===== config.mk =====
export PLATFORM = sky130hd
export DESIGN_NAME = npu_cfg_loader
export DESIGN_NICKNAME = d
export VERILOG_FILES = /design/src/rtl/npu_pkg.sv /design/src/rtl/npu_cbuf_port_arb.sv /design/src/rtl/npu_cfg_loader.sv
export SDC_FILE = /design/constraint.sdc
export NUM_CORES = 1
export LEC_CHECK = 0
export CAP_MARGIN = 20
export CORE_AREA = 4 4 91 93
export DETAILED_ROUTE_END_ITERATION = 8
export DIE_AREA = 0 0 95 97
export PLACE_DENSITY = 0.78
export SYNTH_ARGS = -nofsm -noshare
export SYNTH_HDL_FRONTEND = slang
export SYNTH_SLANG_ARGS = --single-unit

===== constraint.sdc =====
create_clock -name CLK -period 3.2 [get_ports CLK]
set_input_delay 0.64 -clock CLK [delete_from_list [all_inputs] [get_ports CLK]]
set_output_delay 0.64 -clock CLK [all_outputs]
set_load 0.05 [all_outputs]

===== src/rtl/npu_pkg.sv =====
// Shared definitions for the NPU configuration path.
// Config word layout, opcodes and loader state encoding.
package npu_pkg;

   localparam int NUM_BUF = 9;
   localparam int DATA_W  = 16;
   localparam int CNT_W   = 10;
   localparam int FIFO_W  = 26;
   localparam int ID_W    = 4;

   localparam int OP_HI = 25;
   localparam int OP_LO = 24;
   localparam int ID_HI = 23;
   localparam int ID_LO = 20;

   localparam logic [1:0] OP_NOP    = 2'b00;
   localparam logic [1:0] OP_HDR    = 2'b01;
   localparam logic [1:0] OP_DATA   = 2'b10;
   localparam logic [1:0] OP_COMMIT = 2'b11;

   localparam logic [0:0] ST_IDLE = 1'b0;
   localparam logic [0:0] ST_LOAD = 1'b1;

   typedef struct packed {
      logic [OP_HI-OP_LO:0] op;
      logic [ID_W-1:0]      id;
      logic [ID_LO-1:0]     body;
   } cfg_word_t;

endpackage


===== src/rtl/npu_cbuf_port_arb.sv =====
// Single-port arbitration for the circular buffer vector.
// The buffer under load never sees a read while config owns it.
module npu_cbuf_port_arb #(
   parameter int NUM_BUF = 9
) (
   input  logic [NUM_BUF-1:0]      seq_rd_req,
   input  logic                    busy,
   input  logic [npu_pkg::ID_W-1:0] tgt,
   input  logic                    wr_fire,
   output logic [NUM_BUF-1:0]      read_en,
   output logic [NUM_BUF-1:0]      write_en
);
   import npu_pkg::*;

   logic [NUM_BUF-1:0] tgt_sel;
   logic [NUM_BUF-1:0] rd_mask;

   always_comb begin
      tgt_sel = '0;
      for (int i = 0; i < NUM_BUF; i++) begin
         tgt_sel[i] = (tgt == ID_W'(i));
      end
   end

   assign rd_mask  = busy ? tgt_sel : '0;
   assign read_en  = seq_rd_req & ~rd_mask;
   assign write_en = wr_fire ? tgt_sel : '0;

endmodule


===== src/rtl/npu_cfg_loader.sv =====
// Config FIFO sequencer: decodes header/data/commit words
// and streams payloads into the selected circular buffer.
module npu_cfg_loader #(
   parameter int NUM_BUF = npu_pkg::NUM_BUF,
   parameter int DATA_W  = npu_pkg::DATA_W,
   parameter int CNT_W   = npu_pkg::CNT_W
) (
   input  logic                      CLK,
   input  logic                      npu_rst,
   input  logic [npu_pkg::FIFO_W-1:0] cfg_fifo_dout,
   input  logic                      cfg_fifo_empty,
   output logic                      cfg_fifo_rd_en,
   input  logic [NUM_BUF-1:0]        seq_rd_req,
   output logic [NUM_BUF-1:0]        cbuf_read_en,
   output logic [NUM_BUF-1:0]        cbuf_write_en,
   output logic [DATA_W-1:0]         cbuf_wdata,
   output logic [NUM_BUF-1:0]        cbuf_clear,
   output logic                      cfg_busy,
   output logic                      cfg_done,
   output logic                      cfg_error
);
   import npu_pkg::*;

   localparam logic [ID_W:0] NB_LIM = (ID_W+1)'(NUM_BUF);

   logic [0:0]         state_q;
   logic               rd_vld;
   logic [ID_W-1:0]    tgt_q;
   logic [CNT_W-1:0]   cnt_q;
   logic [CNT_W:0]     issued_q;
   logic [CNT_W:0]     written_q;
   logic               err_q;
   logic               done_q;
   logic [NUM_BUF-1:0] clear_q;
   logic [DATA_W-1:0]  wdata_q;

   cfg_word_t          w;
   logic               unused_bits;
   logic [DATA_W-1:0]  payload;
   logic [CNT_W-1:0]   hdr_cnt;
   logic               is_hdr;
   logic               is_data;
   logic               is_commit;
   logic               hdr_ok;
   logic               hdr_bad;
   logic               busy;
   logic               rd_en_raw;
   logic               wr_fire;
   logic               last_wr;
   logic [NUM_BUF-1:0] req_g;
   logic [NUM_BUF-1:0] wen_raw;

   assign w           = cfg_word_t'(cfg_fifo_dout);
   assign unused_bits = ^w.body;
   assign payload     = w.body[DATA_W-1:0];
   assign hdr_cnt     = w.body[CNT_W-1:0];

   assign is_hdr    = rd_vld && (w.op == OP_HDR);
   assign is_data   = rd_vld && (w.op == OP_DATA);
   assign is_commit = rd_vld && (w.op == OP_COMMIT);

   assign hdr_ok  = is_hdr && ({1'b0, w.id} < NB_LIM)
                 && (hdr_cnt != '0);
   assign hdr_bad = is_hdr && !hdr_ok;

   assign busy = (state_q == ST_LOAD);

   // One outstanding read while idle so a header never over-reads.
   always_comb begin
      rd_en_raw = 1'b0;
      if (!cfg_fifo_empty) begin
         if (busy) rd_en_raw = (issued_q < {1'b0, cnt_q});
         else      rd_en_raw = !rd_vld;
      end
   end

   assign wr_fire = busy && is_data;
   assign last_wr = wr_fire
                 && (written_q == ({1'b0, cnt_q} - 1'b1));

   always_ff @(posedge CLK) begin
      if (!npu_rst) begin
         state_q   <= ST_IDLE;
         rd_vld    <= 1'b0;
         tgt_q     <= '0;
         cnt_q     <= '0;
         issued_q  <= '0;
         written_q <= '0;
         err_q     <= 1'b0;
         done_q    <= 1'b0;
         clear_q   <= '0;
         wdata_q   <= '0;
      end else begin
         rd_vld  <= rd_en_raw;
         clear_q <= '0;
         done_q  <= 1'b0;
         if (wr_fire) wdata_q <= payload;
         if (busy) begin
            if (rd_en_raw) issued_q <= issued_q + 1'b1;
            if (wr_fire) begin
               written_q <= written_q + 1'b1;
               if (last_wr) state_q <= ST_IDLE;
            end else if (rd_vld) begin
               err_q   <= 1'b1;
               state_q <= ST_IDLE;
            end
         end else begin
            unique case (1'b1)
               hdr_ok: begin
                  tgt_q     <= w.id;
                  cnt_q     <= hdr_cnt;
                  issued_q  <= '0;
                  written_q <= '0;
                  clear_q   <= NUM_BUF'(1) << w.id;
                  state_q   <= ST_LOAD;
               end
               hdr_bad, is_data: err_q  <= 1'b1;
               is_commit:        done_q <= 1'b1;
               default: ;
            endcase
         end
      end
   end

   assign req_g = seq_rd_req & {NUM_BUF{npu_rst}};

   npu_cbuf_port_arb #(
      .NUM_BUF (NUM_BUF)
   ) u_arb (
      .seq_rd_req (req_g),
      .busy       (busy),
      .tgt        (tgt_q),
      .wr_fire    (wr_fire),
      .read_en    (cbuf_read_en),
      .write_en   (wen_raw)
   );

   // Outputs read as zero for as long as reset is held.
   assign cbuf_write_en  = wen_raw & {NUM_BUF{npu_rst}};
   assign cfg_fifo_rd_en = npu_rst && rd_en_raw;
   assign cbuf_wdata     = !npu_rst ? '0
                         : (wr_fire ? payload : wdata_q);
   assign cbuf_clear     = clear_q & {NUM_BUF{npu_rst}};
   assign cfg_busy       = npu_rst && busy;
   assign cfg_done       = npu_rst && done_q;
   assign cfg_error      = npu_rst && err_q;

endmodule


==> impl_metrics.csv, run 1 <==
group,metric,value,unit
floorplanning,fp-row-count,32,
clock_network,cts.hold.buffers_added,0,
synthesis,synth_area,0.00363,mm2
power,power,1.72,mW
cells_and_area,final_layout_size_suffix_gt1_share,19.1,%
cells_and_area,syn2layout_area_growth,42.8,%
global_routing,grt_pass1_vias,3501,
synthesis,synth-adder-area-share,4.13,%
sta,setup_viol,0,
power,power.density,331,mW/mm2
sta,fin_crit_sh,93.1,%
cells_and_area,multiInputGateArea,0.00215,mm2
worst_setup_path,worstSetupEndpoint,"cfg_fifo_rd_en",
drt,vias,3507,
power,p_leak,1.96,nW
synthesis,synth-seq-cells,65,
power,vdd_drop_max,320,uV
global_routing,grt_overflow_total,0,
worst_setup_path,cp_max_fo,9,
placement,globalplace.congestion,0.902,
sta,hold_violations,0,
floorplanning,core,0.00753,mm2
worst_setup_path,cp-end-kind,"output pin",
synthesis,syn_area_per_cell,7.97,um2
sta,min_period,2.98,ns
synthesis,synth_edf_count,0,
synthesis,synth_cell_types,63,
clock_network,post-cts-setup-buffers,0,
cells_and_area,final.fill_count,645,
cells_and_area,antenna_cells,0,
synthesis,yosysWarnings,0,
sta,tns,0,ns
placement,io_buffers,80,
global_routing,grtUsageMet2,36.9,%
drt,firstDrtPassIters,4,
sta,rsz0062_at_grt,"no",
sta,max_slew.worst_pin.slew,0.478,ns
worst_setup_path,r2r_end,"busy$_SDFF_PN0_",
floorplanning,initial_core_util,48.3,%
sta,slew_viol_final,0,
floorplanning,pin_count,85,
cells_and_area,fin_cells,641,
worst_setup_path,crit_chain,"inv_1, ha_1, a21oi_1, o21ai_0, a221oi_2, nor2_1, nor3_2, buf_12",
worst_setup_path,arrival,2.34,ns
synthesis,synthArstFlopShare,0,%
clock_network,cts_tree,"built",
synthesis,synth_compound_area_share,18.8,%
cells_and_area,register_area,0.00130,mm2
clock_network,cts_resized,0,
worst_setup_path,r2r_start,"cnt_q[0]$_SDFFE_PN0P_",
worst_setup_path,ff2ff_path_depth,7,
drt,drtIter0Drc,253,
clock_network,cts.clk_slew.worst_paths,0.07,ns
synthesis,synthMuxAreaShare,1.17,%
drt,routed_via_density,5.47,
cells_and_area,final_cell_mix,"nand2_1 (91), dfxtp_1 (64), buf_12 (47), a21oi_1 (39), clkdlybuf4s50_1 (33)",
placement,placed_cells,625,
synthesis,synth_fp_nets,506,
worst_setup_path,critPathSlowestCell,"dfxtp_2",
synthesis,syn_inst,456,
synthesis,ys_top_cells_by_area,"dfxtp_1 (36%), nand2_1 (9.4%), a21oi_1 (5.4%), ha_1 (4.1%), and2_1 (2.6%)",
synthesis,synth.largest_area_cell,"dfxtp_1",
placement,dp_hpwl,7340,um
clock_network,clockRootBuffer,"clkbuf_8",
outcome,status,"finished, final reports clean",
synthesis,synth_xor_area_share,4.34,%
global_routing,grtUsageMet1,26.6,%
global_routing,top_usage_layer,"met2",
clock_network,cts_buffer_depth,2,
global_routing,antenna_found_initial,0,
worst_setup_path,critPathLaunchType,"flop",
synthesis,synth_top_area_share,35.8,%
clock_network,clkSinkCount,65,
synthesis,synth_top_family_by_area,"simple AND/OR/NAND/NOR gates",
worst_setup_path,cp.required,2.56,ns
worst_setup_path,criticalPathCategory,"flop to output pin",
synthesis,synth_ff_type,"dfxtp_1",
job,cap_viol_max_count,0,
worst_setup_path,rrSetupSlack,0.86,ns
cells_and_area,layout_commonest_cell,"nand2_1",
worst_setup_path,cpPeakStageDelay,0.43,ns
clock_network,htreeDepth,3,
sta,fin_skew,0.00423,ns
clock_network,cts_inserted_buffers,9,
synthesis,synth-simple-area-share,30.4,%
clock_network,clk_latency,0.34,ns
global_routing,use_met3,6.61,%
global_routing,grt_pass1_wl,16400,um
floorplanning,die_area,0.00922,mm2
sta,fmax,336,MHz
drt,wl_per_cell,15.0,um
drt,antenna_left,0,
global_routing,grt_max_degree,36,
sta,relSlewSlack,67.9,%
cells_and_area,nets,584,
floorplanning,die_w,95,um
global_routing,grt_usage,22.3,%
floorplanning,dieHeight,97,um
worst_hold_path,min_path_type,"flop to flop",
worst_setup_path,crit_start,"cnt_q[4]$_SDFFE_PN0P_",
synthesis,ys_seq_area_share,35.8,%
drt,drcViolationCount,0,
drt,totalWireLength,9600,um
logic make-up after synthesis:
logic type | Yosys count
AND/OR/NAND/NOR | 216
AO/OA/AOI/OAI | 102
flip-flops | 65
buffers and inverters | 39
XOR/XNOR | 18
adder cells (fa/ha/maj) | 12
multiplexers | 4
flip-flops by register name, summed over array words and instances, names as in the netlist:
register and cells:
wdata_q 16, issued_q 11, written_q 11, cnt_q 10
clear_q 9, tgt_q 4, busy 1, done_q 1
err_q 1, rd_vld 1
synth_stat cells (5+ instances only):
master,instances
nor3_1,18
nand3_1,12
nor2b_1,7
buf_2,5
xnor2_1,9
inv_1,15
dfxtp_1,65
nor2_1,21
xor2_1,9
clkbuf_1,12
nand4_1,6
ha_1,12
nand2_1,91
a21oi_1,39
o21ai_0,8
nor4_1,7
o21a_1,8
a21boi_0,7
and2_1,15
a31oi_1,6
and3_1,9
layout make-up:
type	instances	share of cell area, %
Sequential cell	65	25.1
Clock inverter	7	1.54
Inverter	16	1.16
Timing Repair Buffer	90	26.0
Clock buffer	9	2.39
Multi-Input combinational cell	352	41.4
Tap cell	102	2.46
through the flow:
step | hold slack (ns) | cell area (um2) | worst slack [ns] | util [%]
floorplan | 0.432 | 3640 | 0.0230 | -
global placement | 0.441 | 4980 | 0.246 | 66.2
detailed placement | 0.449 | 4980 | 0.249 | 66.2
CTS | 0.466 | 5190 | 0.0881 | 68.9
global route | 0.503 | 5190 | 0.0687 | 68.9
finish | 0.463 | 5190 | 0.220 | 68.9
worst min-delay path by stage:
stage,start,end,slack (ns),cells after the start
2_1_floorplan,err_q$_SDFFE_PN0P_,err_q$_SDFFE_PN0P_,0.43,1
3_3_place_gp,err_q$_SDFFE_PN0P_,err_q$_SDFFE_PN0P_,0.44,1
3_5_place_dp,err_q$_SDFFE_PN0P_,err_q$_SDFFE_PN0P_,0.45,1
4_1_cts,err_q$_SDFFE_PN0P_,err_q$_SDFFE_PN0P_,0.47,1
5_1_grt,err_q$_SDFFE_PN0P_,err_q$_SDFFE_PN0P_,0.50,1
6_report,err_q$_SDFFE_PN0P_,err_q$_SDFFE_PN0P_,0.46,1
power breakdown:
group	switching, mW	total (mW)	internal [mW]
registers	0.00712	0.820	0.813
logic	0.0976	0.191	0.0936
clock network	0.343	0.708	0.366
total	0.447	1.72	1.27
layer usage:
layer	wire length (um)	vias up
met5	0	-
met4	182	0
met1	3970	1625
met2	4770	112
li1	-	1754
met3	680	16
worst max-delay path, delay by kind of cell (launching register included):
family / cells / cell delay (ns)
AO/OA/AOI/OAI: 3 / 0.67
adder cells (fa/ha/maj): 1 / 0.32
buffers and inverters: 2 / 0.27
flip-flops: 1 / 0.43
AND/OR/NAND/NOR: 2 / 0.31
Note: power is estimated with default switching activity, not from simulation.
==> inputs of run 2 (changes only) <==
--- a/config.mk
+++ b/config.mk
@@ -6,10 +6,10 @@
 export NUM_CORES = 1
 export LEC_CHECK = 0
 export CAP_MARGIN = 20
-export CORE_AREA = 4 4 91 93
+export CORE_AREA = 4 4 106 88
 export DETAILED_ROUTE_END_ITERATION = 8
-export DIE_AREA = 0 0 95 97
-export PLACE_DENSITY = 0.78
+export DIE_AREA = 0 0 110 92
+export PLACE_DENSITY = 0.75
 export SYNTH_ARGS = -nofsm -noshare
 export SYNTH_HDL_FRONTEND = slang
 export SYNTH_SLANG_ARGS = --single-unit
==> constraint.sdc (replaced) <==
create_clock -name CLK -period 2.5 [get_ports CLK]
set_input_delay 0.5 -clock CLK [delete_from_list [all_inputs] [get_ports CLK]]
set_output_delay 0.5 -clock CLK [all_outputs]
set_load 0.05 [all_outputs]
==> impl_metrics.csv, run 2 (synthesized netlist as in run 1, its figures left out) <==
group,metric,value,unit
clock_network,clkSinkCount,65,
sta,slew_viol_final,0,
clock_network,htreeDepth,3,
worst_setup_path,r2r_end,"busy$_SDFF_PN0_",
floorplanning,pin_count,85,
global_routing,grt_max_degree,26,
drt,routed_via_density,5.43,
power,vdd_drop_max,292,uV
worst_setup_path,critPathLaunchType,"flop",
global_routing,grt_pass1_vias,3640,
cells_and_area,multiInputGateArea,0.00244,mm2
floorplanning,fp-row-count,30,
drt,totalWireLength,10600,um
worst_setup_path,cp_max_fo,2,
clock_network,cts.hold.buffers_added,0,
cells_and_area,regMostFlops,"wdata_q",
sta,fmax,403,MHz
drt,firstDrtPassIters,4,
global_routing,antenna_found_initial,0,
worst_setup_path,cp_common_cell,"inv_1",
clock_network,clk_latency,0.35,ns
worst_setup_path,r2r_start,"cnt_q[0]$_SDFFE_PN0P_",
floorplanning,core,0.00830,mm2
placement,post_dp_cell_area,0.00539,mm2
drt,vias,3712,
worst_setup_path,cpLargestDelayFamily,"simple AND/OR/NAND/NOR gates",
cells_and_area,antenna_cells,0,
worst_setup_path,criticalPathCategory,"flop to output pin",
worst_hold_path,whs_path_depth,1,
sta,fin_crit_sh,99.1,%
floorplanning,initial_core_util,43.8,%
floorplanning,dieHeight,92,um
sta,tns,0,ns
drt,wl_per_cell,15.6,um
worst_setup_path,ff2ff_path_depth,7,
global_routing,grt_overflow_total,0,
sta,rsz0062_at_grt,"yes",
sta,min_period,2.48,ns
drt,antenna_left,0,
worst_setup_path,crit_chain,"inv_1, ha_4, nand4b_1, inv_1, a221oi_4, nor2_2, nor3_4, buf_12",
worst_setup_path,cp.required,2.00,ns
sta,hold_violations,0,
power,power.density,388,mW/mm2
job,cap_viol_max_count,0,
worst_hold_path,min_path_type,"flop to flop",
cells_and_area,layout_commonest_cell,"nand2_1",
worst_setup_path,arrival,1.98,ns
worst_hold_path,min_delay_worst_endpoint,"err_q$_SDFFE_PN0P_",
cells_and_area,final.fill_count,633,
cells_and_area,top_regs,"wdata_q: 16 flops, issued_q: 11 flops, written_q: 11 flops",
cells_and_area,nets,617,
power,power,2.25,mW
drt,drcViolationCount,0,
clock_network,cts.clk_slew.worst_paths,0.07,ns
cells_and_area,largest_reg_flops,16,
global_routing,grt_usage,21.2,%
cells_and_area,syn2layout_area_growth,59.8,%
sta,relSlewSlack,70.9,%
drt,drtIter0Drc,189,
sta,fin_hold_ws,0.462,ns
placement,globalplace.congestion,0.904,
cells_and_area,register_area,0.00133,mm2
outcome,status,"finished, final reports clean",
sta,fin_skew,0.0102,ns
worst_setup_path,cpPeakStageDelay,0.34,ns
worst_setup_path,crit_buf_inv,3,
power,p_leak,2.18,nW
worst_setup_path,critPathSlowestCell,"a221oi_4",
floorplanning,die_w,110,um
cells_and_area,final_cell_mix,"nand2_1 (91), dfxtp_1 (50), buf_12 (50), buf_4 (40), clkdlybuf4s50_1 (30)",
worst_setup_path,cp-end-kind,"output pin",
sta,setup_viol,0,
worst_hold_path,hp-start,"err_q$_SDFFE_PN0P_",
clock_network,cts_inserted_buffers,9,
global_routing,grt_pass1_wl,17100,um
clock_network,cts_buffer_depth,2,
worst_setup_path,rrSetupSlack,0.45,ns
placement,dp_hpwl,7920,um
cells_and_area,final_cell_area,0.00580,mm2
clock_network,cts_tree,"built",
placement,io_buffers,80,
sta,max_slew.worst_pin.slew,0.432,ns
cells_and_area,final_layout_size_suffix_gt1_share,33.4,%
floorplanning,die_area,0.0101,mm2
clock_network,clockRootBuffer,"clkbuf_8",
## run 2: cell count changes in the layout (fill, tap and decap cells not counted), moves of 5 or more
| cell | delta |
|---|---|
| buf_4 | +30 |
| a21oi_1 | -19 |
| dfxtp_1 | -14 |
| a21oi_4 | +10 |
| dfxtp_2 | +10 |
| a21oi_2 | +9 |
| ha_1 | -7 |
| ha_4 | +7 |
| nor2_1 | -6 |
| nor2_2 | +6 |
| inv_1 | -5 |
## run 2: how the worst max path moves through the flow
stage / start / end / slack, ns / depth (start not counted)
after CTS: cnt_q[6]$_SDFFE_PN0P_ / cfg_fifo_rd_en / -0.05 / 8
after global routing: cnt_q[8]$_SDFFE_PN0P_ / cfg_fifo_rd_en / -0.04 / 8
after global placement: cfg_fifo_dout[4] / clear_q[4]$_SDFF_PP0_ / 0.02 / 7
after detailed placement: npu_rst / cbuf_write_en[4] / -0.03 / 7
final: cnt_q[8]$_SDFFE_PN0P_ / cfg_fifo_rd_en / 0.02 / 8
after floorplan: cnt_q[4]$_SDFFE_PN0P_ / cfg_fifo_rd_en / -0.38 / 8
## run 2: power breakdown
part / leakage [nW] / internal [mW] / switching, mW / total [mW]
clock: 0.0925 / 0.468 / 0.450 / 0.918
combinational: 1.55 / 0.143 / 0.147 / 0.289
sequential: 0.533 / 1.04 / 0.00638 / 1.04
## run 2: through the flow
| step | setup WS, ns | util [%] | instances |
|---|---|---|---|
| detailed placement | -0.0297 | 65.0 | 662 |
| finish | 0.0214 | 70.0 | 684 |
| global placement | 0.0159 | 65.0 | 662 |
| global route | -0.0432 | 70.0 | 684 |
| floorplan | -0.380 | - | 456 |
| CTS | -0.0507 | 69.1 | 683 |
## run 2: final cells by class
| class | count | share of cell area, % |
|---|---|---|
| clock buffers | 9 | 2.13 |
| inverters | 16 | 1.08 |
| repair buffers | 123 | 28.1 |
| flip-flops and latches | 65 | 22.9 |
| clock inverters | 7 | 1.36 |
| multi-input cells | 352 | 42.0 |
| well taps | 112 | 2.41 |
## run 2: worst register-to-register path, delay by kind of cell (launching register included)
family                     cells  cell delay (ns)
AOI/OAI and AO/OA              3             0.65
adders and majority gates      1             0.15
buffers and inverters          1             0.07
DFF                            1             0.33
and+or+nand+nor                2             0.73
## run 2: timing repair
item / 4_1_cts / 5_1_grt
setup endpoints to repair: 2 / 25
gates cloned: 0 / 0
pin swaps: 15 / 7
buffers inserted: 5 / 1
gates resized for setup: 34 / 15
## run 2: layer usage
layer	wire length, um	share of wire, %	vias up	track usage [%]
li1	-	-	1814	-
met1	4530	43	1736	25.8
met3	789	7.4	24	5.56
met4	227	2.1	0	7.17
met5	0	0	-	0
met2	5100	48	138	35.7
